**src/rtl/mem_arb_pkg.sv**
```systemverilog
`default_nettype none
// ============================================================================
// Module      : mem_arb_pkg
// Description : Shared definitions for the memory-op arbiter. Holds the
//               resend entry field positions, message type codes, request
//               word bit indices, the core count and the arbiter state type.
// Revision    : 1.0  initial release
// ============================================================================
package mem_arb_pkg;

   localparam int nCores = 16;

   // Resend entry layout: {dest[39:36], type[35:32], payload[31:0]}
   localparam int resendDestMsb    = 39;
   localparam int resendDestLsb    = 36;
   localparam int resendTypeMsb    = 35;
   localparam int resendTypeLsb    = 32;
   localparam int resendPayloadMsb = 31;

   // Message type codes carried in the resend entry type field
   localparam logic [3:0] typeAddress        = 4'h1;
   localparam logic [3:0] typeGrantExclusive = 4'h2;

   // Request word bit indices
   localparam int reqReadBit      = 28;
   localparam int reqExclusiveBit = 29;
   localparam int reqRetryBit     = 31;

   typedef enum logic [1:0] {
      IDLE   = 2'd0,
      DATA_1 = 2'd1,
      DATA_2 = 2'd2
   } arbState_t;

   function automatic logic isAddressEntry(input logic [39:0] entry);
      return entry[resendTypeMsb:resendTypeLsb] == typeAddress;
   endfunction

endpackage
`default_nettype wire

```
**src/rtl/mem_arb_holdoff.sv**
```systemverilog
`default_nettype none
// ============================================================================
// Module      : mem_arb_holdoff
// Description : Loadable saturating down-counter. Counts down by one every
//               cycle while non-zero; a load takes priority over counting.
// Ports       : clock, reset (async active-low), load, loadValue[WIDTH-1:0],
//               isZero (registered count equals zero)
// Revision    : 1.0  initial release
// ============================================================================
module mem_arb_holdoff #(
   parameter int WIDTH = 8
) (
   input  logic             clock,
   input  logic             reset,
   input  logic             load,
   input  logic [WIDTH-1:0] loadValue,
   output logic             isZero
);

   logic [WIDTH-1:0] count;

   always_ff @(posedge clock or negedge reset) begin
      if (!reset) begin
         count <= '0;
      end else if (load) begin
         count <= loadValue;
      end else if (count != '0) begin
         count <= count - 1'b1;
      end
   end

   // Decoded from the registered count, so a resend becomes eligible the
   // cycle after the counter reaches zero.
   assign isZero = (count == '0);

endmodule
`default_nettype wire

```
**src/rtl/mem_op_arbiter.sv**
```systemverilog
`default_nettype none
// ============================================================================
// Module      : mem_op_arbiter
// Description : Merges fresh ring requests and resend-queue entries into the
//               memory-op queue and write-data queue. Fresh flushes are
//               followed atomically by two 128-bit data beats. Resent Address
//               ops are spaced by a holdoff counter; other resent types go to
//               the grant return path untouched. Fresh grants are limited to
//               FRESH_BURST in a row while resends are waiting.
// Ports       : clock, reset (async active-low)
//               reqValid/reqReady/reqDest/reqData     fresh requests
//               wdValid/wdReady/wdData                flush data beats
//               resendEmpty/rdResend/resendIn         resend queue pop side
//               memOpQfull/wrMemOp/memOpDestOut/memOpDataOut
//               writeDataQfull/wrWriteData/writeDataOut
//               grantFull/wrGrant/grantOut
//               statResends/statOps (only with MEM_ARB_STATS_EN defined)
// Options     : MEM_ARB_STATS_EN adds wrapping pop/op event counters.
// Revision    : 1.0  initial release
// ============================================================================
module mem_op_arbiter
   import mem_arb_pkg::*;
#(
   parameter int RETRY_DELAY = 16,
   parameter int FRESH_BURST = 4
) (
   input  logic         clock,
   input  logic         reset,
   input  logic         reqValid,
   output logic         reqReady,
   input  logic [3:0]   reqDest,
   input  logic [31:0]  reqData,
   input  logic         wdValid,
   output logic         wdReady,
   input  logic [127:0] wdData,
   input  logic         resendEmpty,
   output logic         rdResend,
   input  logic [39:0]  resendIn,
   input  logic         memOpQfull,
   output logic         wrMemOp,
   output logic [3:0]   memOpDestOut,
   output logic [31:0]  memOpDataOut,
   input  logic         writeDataQfull,
   output logic         wrWriteData,
   output logic [127:0] writeDataOut,
   input  logic         grantFull,
   output logic         wrGrant,
   output logic [39:0]  grantOut
`ifdef MEM_ARB_STATS_EN
   ,
   output logic [31:0]  statResends,
   output logic [31:0]  statOps
`endif
);

   localparam logic [7:0] retryDelayValue = 8'(RETRY_DELAY);
   localparam logic [3:0] burstLimit      = 4'(FRESH_BURST);

   arbState_t  state, nextState;
   logic [3:0] burst, burstNext, freshBurstNext;
   logic       holdoffLoad, holdoffZero;
   logic       resendIsAddr, resendEligible, resendWins;

   mem_arb_holdoff #(
      .WIDTH (8)
   ) holdoff (
      .clock     (clock),
      .reset     (reset),
      .load      (holdoffLoad),
      .loadValue (retryDelayValue),
      .isZero    (holdoffZero)
   );

   always_ff @(posedge clock or negedge reset) begin
      if (!reset) begin
         state <= IDLE;
         burst <= '0;
      end else begin
         state <= nextState;
         burst <= burstNext;
      end
   end

   always_comb begin
      reqReady     = 1'b0;
      wdReady      = 1'b0;
      rdResend     = 1'b0;
      wrMemOp      = 1'b0;
      memOpDestOut = '0;
      memOpDataOut = '0;
      wrWriteData  = 1'b0;
      writeDataOut = '0;
      wrGrant      = 1'b0;
      grantOut     = '0;
      holdoffLoad  = 1'b0;
      nextState    = state;
      burstNext    = burst;

      resendIsAddr   = isAddressEntry(resendIn);
      resendEligible = ~resendEmpty & (~resendIsAddr | holdoffZero);
      resendWins     = resendEligible & ((burst == burstLimit) | ~reqValid);

      // Fresh grants only count toward the burst limit while resends wait;
      // an empty resend queue restarts the streak.
      if (resendEmpty) begin
         freshBurstNext = '0;
      end else if (burst == burstLimit) begin
         freshBurstNext = burst;
      end else begin
         freshBurstNext = burst + 4'd1;
      end

      // Outputs are forced low while reset is held so nothing is popped or
      // written during an asynchronous reset.
      if (reset) begin
         unique case (state)
            IDLE: begin
               if (resendWins) begin
                  // A winning resend blocked by a full queue stalls rather
                  // than letting a fresh request slip past it.
                  if (resendIsAddr) begin
                     if (!memOpQfull) begin
                        wrMemOp      = 1'b1;
                        memOpDestOut = resendIn[resendDestMsb:resendDestLsb];
                        memOpDataOut = resendIn[resendPayloadMsb:0];
                        rdResend     = 1'b1;
                        holdoffLoad  = 1'b1;
                        burstNext    = '0;
                     end
                  end else if (!grantFull) begin
                     wrGrant   = 1'b1;
                     grantOut  = resendIn;
                     rdResend  = 1'b1;
                     burstNext = '0;
                  end
               end else if (reqValid) begin
                  if (reqData[reqReadBit]) begin
                     if (!memOpQfull) begin
                        wrMemOp      = 1'b1;
                        memOpDestOut = reqDest;
                        memOpDataOut = reqData;
                        reqReady     = 1'b1;
                        burstNext    = freshBurstNext;
                     end
                  end else if (!memOpQfull && !writeDataQfull) begin
                     // Flush op; its two beats follow before anything else.
                     wrMemOp      = 1'b1;
                     memOpDestOut = reqDest;
                     memOpDataOut = reqData;
                     reqReady     = 1'b1;
                     burstNext    = freshBurstNext;
                     nextState    = DATA_1;
                  end
               end
            end
            DATA_1, DATA_2: begin
               if (wdValid && !writeDataQfull) begin
                  wdReady      = 1'b1;
                  wrWriteData  = 1'b1;
                  writeDataOut = wdData;
                  nextState    = (state == DATA_1) ? DATA_2 : IDLE;
               end
            end
            default: nextState = IDLE;
         endcase
      end
   end

`ifdef MEM_ARB_STATS_EN
   always_ff @(posedge clock or negedge reset) begin
      if (!reset) begin
         statResends <= '0;
         statOps     <= '0;
      end else begin
         if (rdResend) statResends <= statResends + 32'd1;
         if (wrMemOp)  statOps     <= statOps + 32'd1;
      end
   end
`endif

endmodule
`default_nettype wire

```
**config.mk**
```make
export PLATFORM = sky130hd
export DESIGN_NAME = mem_op_arbiter
export DESIGN_NICKNAME = d
export VERILOG_FILES = /design/src/rtl/mem_arb_pkg.sv /design/src/rtl/mem_arb_holdoff.sv /design/src/rtl/mem_op_arbiter.sv
export SDC_FILE = /design/constraint.sdc
export NUM_CORES = 1
export LEC_CHECK = 0
export ABC_AREA = 1
export CAP_MARGIN = 10
export CORE_AREA = 2 2 164 166
export CTS_BUF_LIST = sky130_fd_sc_hd__clkbuf_2
export DETAILED_ROUTE_END_ITERATION = 10
export DIE_AREA = 0 0 166 168
export GPL_TIMING_DRIVEN = 0
export PLACE_DENSITY = 0.42
export SLEW_MARGIN = 20
export SYNTH_ARGS = -nofsm -noshare
export SYNTH_HDL_FRONTEND = slang
export SYNTH_SLANG_ARGS = --single-unit
```
**constraint.sdc**
```tcl
create_clock -name clock -period 3.85 [get_ports clock]
set_clock_uncertainty 0.15 [all_clocks]
set_input_delay 0.9625 -clock clock [delete_from_list [all_inputs] [get_ports clock]]
set_output_delay 0.9625 -clock clock [all_outputs]
set_load 0.01 [all_outputs]
```
# Word-level counts from Yosys, hierarchy flattened
# Index checks and enable logic that the tools add are counted.
[word_totals]
regBits = 14
[op_classes]
n_addsub = 2
muxes = 71
bitwise_logic = 7
n_eq_ne = 12
n_reduce_logical = 13
[op_table]
columns = ["cell", "n"]
rows = [
  ["$mux W128", 3],
  ["$mux W32", 9],
  ["$mux W40", 5],
  ["$mux W4", 19],
  ["$mux W1", 26],
  ["$mux W8", 2],
  ["$mux W2", 6],
  ["$ne A2 B2 Y1 const B", 5],
  ["$logic_not A8 Y1", 1],
  ["$reduce_bool A8 Y1", 1],
  ["$sub A8 B1 Y8 const B", 1],
  ["$reduce_and A7 Y1", 1],
  ["$ne A3 B3 Y1 const B", 2],
  ["$reduce_and A6 Y1", 1],
  ["$add A4 B1 Y4 const B", 1],
  ["$eq A4 B1 Y1 const B", 1],
  ["$eq A4 B3 Y1 const B", 1],
  ["$pmux W2 S2", 1],
  ["$reduce_bool A2 Y1", 2],
  ["$ne A3 B2 Y1 const B", 1],
  ["$not A1 Y1", 3],
  ["$reduce_bool A3 Y1", 1],
  ["$and A1 B1 Y1", 2],
  ["$eq A2 B1 Y1 const B", 1],
  ["other kinds (6)", 9],
]

# Logic depth before layout (Yosys ltp)
[logic_depth]
ltp_word = 9
ltp_mapped = 12
mapped_depth_nobuf = 12

# Hierarchy
# A second synthesis with hierarchy kept.
[unflattened]
hier_cells = 612
area_unflattened_um2 = 3129.3
[modules_own_cells]
columns = ["module", "area_per_inst_um2", "seq_area_each_um2", "n_inst", "cells_each"]
rows = [
  ["mem_op_arbiter", 2611.3, 150.1, 1, 538],
  ["mem_arb_holdoff", 518.0, 200.2, 1, 74],
]

# Least setup slack after synthesis
# OpenSTA, ideal clock, no wires.
[synth_timing]
kind = "input-to-output"
from = "in wdValid"
to = "out writeDataOut[107]"
required_time_ns = 2.738
cell_stages = 8
t_arrival_ns = 2.157
path_slack_ns = 0.580
path_cell_list = "inv_1 nor2_1 inv_1 nor3_1 inv_1 clkbuf_1 clkbuf_1 nor2_1"
[synth_between]
elab_chain_len = 4
[synth_lines]
columns = ["element", "line_no", "text"]
rows = [
  ["from (decl)", "mem_op_arbiter.sv:33", "input logic wdValid,"],
  ["$logic_and A1 B1 Y1", "mem_op_arbiter.sv:157", "if (wdValid && !writeDataQfull) begin"],
  ["$mux W128", "mem_op_arbiter.sv:157", ""],
  ["$mux W128", "mem_op_arbiter.sv:116", "unique case (state)"],
  ["$mux W128", "mem_op_arbiter.sv:115", "if (reset) begin"],
  ["to (decl)", "mem_op_arbiter.sv:45", "output logic [127:0] writeDataOut,"],
]
# Every way passes these cells.

# Worst setup path after layout
[layout_timing]
from = "in resendEmpty"
to = "out grantOut[4]"
[layout_between]
elab_chain_len = 6
[layout_lines]
columns = ["element", "line_no", "text"]
rows = [
  ["from (decl)", "mem_op_arbiter.sv:36", "input logic resendEmpty,"],
  ["$not A1 Y1", "mem_op_arbiter.sv:100", "resendEligible = ~resendEmpty & (~resendIsAddr | holdoffZero);"],
  ["$and A1 B1 Y1", "mem_op_arbiter.sv:100", ""],
  ["$and A1 B1 Y1", "mem_op_arbiter.sv:101", "resendWins = resendEligible & ((burst == burstLimit) | ~reqValid);"],
  ["$mux W40", "mem_op_arbiter.sv:118", "if (resendWins) begin"],
  ["$mux W40", "mem_op_arbiter.sv:116", ""],
  ["$mux W40", "mem_op_arbiter.sv:115", ""],
  ["to (decl)", "mem_op_arbiter.sv:48", "output logic [39:0] grantOut"],
]
# Every way passes these cells.

==> out/metrics.yaml <==
vias: 4944
clock_path_buffers: 2
areaGrowthSynthToFinish_pct: 163
vias_per_cell: 3.57
final_cells: 1383
run_status: "finished, final reports clean"
clk_latency_ps: 270
fraction_of_layout_cells_with_a_size_suffix_above_1: 0.205
share_clk_of_total_power: 0.054
rr_endpoint: "burst[0]$_DFFE_PN0P_"
cp-start-kind: "input port"
worst_r2r_path_depth: 11
design.core.area_mm2: 0.0264
drc: 0
power.internal_mw: 0.710
final_area_mm2: 0.00727
top_area_cell_type_share_of_the_netlist_area: 0.273
period_share: 0.963
drt_first_pass_iters: 4
post_drt_wl_per_cell_um: 14.2
cts_made_buffers: 3
pin_count: 422
switching_share: 0.447
initial_core_utilization: 0.105
synth_top_cells_by_area: "sky130_fd_sc_hd__inv_1 27%, sky130_fd_sc_hd__nor2_1 25%, sky130_fd_sc_hd__dfrtp_1 13%"
yosys_warnings: 0
gr-usage-all-layers: 0.133
ir_drop_uv: 90.9
cap_violations: 0
dp_hpwl_um: 17400
critPathKind: "in -> out"
tightest_slew_ps: 327
worstSetupEndpointType: "output pin"
slew_viol_final: 0
critical_path.reg2reg.startpoint: "holdoff.count[0]$_DFFE_PN0P_"
static-leakage-power_nw: 4.35
total_switching_power_mw: 0.574
ff2ff_setup_slack_ps: 1740
detail_route.wirelength_um: 19700
finalWorstPathRequiredPeriod_ps: 3710
largest_net_degree_at_the_start_of_global_routing: 17
fillCellCount: 3063
timing.critical_path.arrival_ps: 2590
relSlewSlack: 0.781
synth_cell_types: 28
dp_cells: 1357
syn_inst: 595
hold_class: "in -> async"
cts_htree_levels: 1
ctsHoldBuffers: 0
placement_rows: 60
synth_async_sr_flop_share: 1.00
max_clock_freq_ghz: 0.270
ctsRootBufferMaster: "sky130_fd_sc_hd__clkbuf_2"
die_w_um: 166
gp_congestion: 0.791
synth_top_cell_by_area: "sky130_fd_sc_hd__inv_1"
globalRoute.totalOverflow: 0
synthesis.area_per_instance_um2: 4.65
worst-path-max-fanout: 10
ff_latch_area_um2: 350
crit_path_required_time_ps: 2740
report.final.hold_viol_count: 0
clock_sinks: 14
synth_top_flop_cell: "sky130_fd_sc_hd__dfrtp_1"
mapped_nets: 813
unrepaired_setup_endpoints_after_global_routing: "true"
final_setup_fails: 0
final_net_count: 1260
comb_power_share: 0.743
grt_antenna_before_repair: 3
port_buffers: 421
fin_util: 0.276
seqPwrFrac: 0.203
ys_ff_latch: 14
multi_input_gate_area_mm2: 0.00163
synth-edff-count: 0
cellPowerDensity_mw_per_mm2: 177
grt_pass1_wl_um: 28800
die_area_mm2: 0.0279
reg_clk_slew_reported_paths_ps: 150
first_global_vias: 4990
dpl_cell_area_mm2: 0.00741
drt_iter0_markers: 168
synth_area_mm2: 0.00277
floorplan.die.height_um: 168
tritoncts: "built"
commonest_cells_in_the_netlist: "201 x sky130_fd_sc_hd__inv_1, 185 x sky130_fd_sc_hd__nor2_1, 75 x sky130_fd_sc_hd__nand2_1"
ant_nets: 0
synth-seq-area-share: 0.127
yosysMostFrequentCell: "sky130_fd_sc_hd__inv_1"
==> timing repair <==
item	in CTS	in global routing
pin swaps	3	4
hold endpoints to repair	0	0
setup buffers	19	1
setup endpoints to repair	210	149
gates cloned	2	0
resized for setup	497	145
==> flip-flops by register name (all words and copies together), names as in the netlist <==
name,cells
burst,4
state,2
holdoff.count,8
==> worst max-delay path: stages <==
cell and delay (ps):
sky130_fd_sc_hd__clkdlybuf4s50_1 450, sky130_fd_sc_hd__inv_4 130, sky130_fd_sc_hd__nand3_1 150, sky130_fd_sc_hd__nor2_4 150
sky130_fd_sc_hd__inv_4 90, sky130_fd_sc_hd__nor2_1 100, sky130_fd_sc_hd__clkdlybuf4s50_1 550
==> per-layer routing <==
layer,vias to the layer above,wire length [um],GRT usage
li1,2544,-,-
met1,2112,6840,0.129
met2,270,10700,0.273
met3,16,1840,0.0393
met4,2,352,0.0276
met5,-,7,0
==> power by group through the flow <==
stage / logic, mW / clock network, mW / registers, mW
floorplan: 0.423 / 0 / 0.252
global placement: 0.984 / 0 / 0.264
detailed placement: 0.988 / 0 / 0.265
CTS: 0.991 / 0.0743 / 0.262
global route: 1.07 / 0.0810 / 0.271
finish: 0.954 / 0.0697 / 0.260
==> cells in the final DEF, fill, tap and decap left out, types with 2 or more instances in the layout <==
cell and n:
sky130_fd_sc_hd__a21oi_1 5, sky130_fd_sc_hd__buf_2 42, sky130_fd_sc_hd__buf_4 24, sky130_fd_sc_hd__buf_6 12
sky130_fd_sc_hd__clkbuf_2 68, sky130_fd_sc_hd__clkbuf_4 4, sky130_fd_sc_hd__clkbuf_8 8, sky130_fd_sc_hd__clkdlybuf4s15_1 16
sky130_fd_sc_hd__clkdlybuf4s15_2 16, sky130_fd_sc_hd__clkdlybuf4s50_1 208, sky130_fd_sc_hd__dfrtp_1 14, sky130_fd_sc_hd__dlygate4sd2_1 70
sky130_fd_sc_hd__dlymetal6s2s_1 2, sky130_fd_sc_hd__ha_1 6, sky130_fd_sc_hd__inv_1 198, sky130_fd_sc_hd__inv_2 3
sky130_fd_sc_hd__inv_4 3, sky130_fd_sc_hd__nand2_1 68, sky130_fd_sc_hd__nand2_2 8, sky130_fd_sc_hd__nand3_1 17
sky130_fd_sc_hd__nand3_2 2, sky130_fd_sc_hd__nand4_1 3, sky130_fd_sc_hd__nor2_1 175, sky130_fd_sc_hd__nor2_2 9
sky130_fd_sc_hd__nor2_4 4, sky130_fd_sc_hd__nor3_1 6, sky130_fd_sc_hd__nor3_2 2, sky130_fd_sc_hd__o21ai_0 23
sky130_fd_sc_hd__o21ai_1 9, sky130_fd_sc_hd__o21ai_2 5, sky130_fd_sc_hd__xor2_1 4
==> worst max path at each step <==
stage | depth (start not counted) | endpoint | slack, ps | start
floorplan | 8 | writeDataOut[107] | 580 | wdValid
global placement | 8 | writeDataOut[47] | -1570 | reset
detailed placement | 8 | writeDataOut[9] | -1590 | reset
CTS | 9 | writeDataOut[3] | -2 | wdValid
global route | 10 | writeDataOut[56] | -2 | wdValid
finish | 7 | grantOut[4] | 140 | resendEmpty
==> cell type report <==
type | count | area share
tap | 341 | 0.0587
buffer | 25 | 0.0347
antenna | 1 | 0.000344
multi-input combinational | 351 | 0.224
inverter | 204 | 0.106
timing repair buffer | 443 | 0.525
clock buffer | 3 | 0.00206
clock inverter | 1 | 0.000516
sequential | 14 | 0.0482
==> per-stage QoR <==
step	worst slack, ps	hold slack [ps]	setup TNS [ps]	total power [mW]
floorplan	580	292	0	0.676
global placement	-1570	310	-266410	1.25
detailed placement	-1590	320	-272350	1.25
CTS	-1.58	350	-5.33	1.33
global route	-2.32	291	-5.79	1.42
finish	144	324	0	1.28
==> cell families after synthesis <==
kind of cell	count (synthesis)	synth area share
AND/OR/NAND/NOR	296	0.429
AO/OA/AOI/OAI	45	0.0846
buffers and inverters	230	0.320
flip-flops	14	0.127
adder cells (fa/ha/maj)	6	0.0271
XOR/XNOR	4	0.0127
Note: power is estimated with default switching activity, not from simulation.
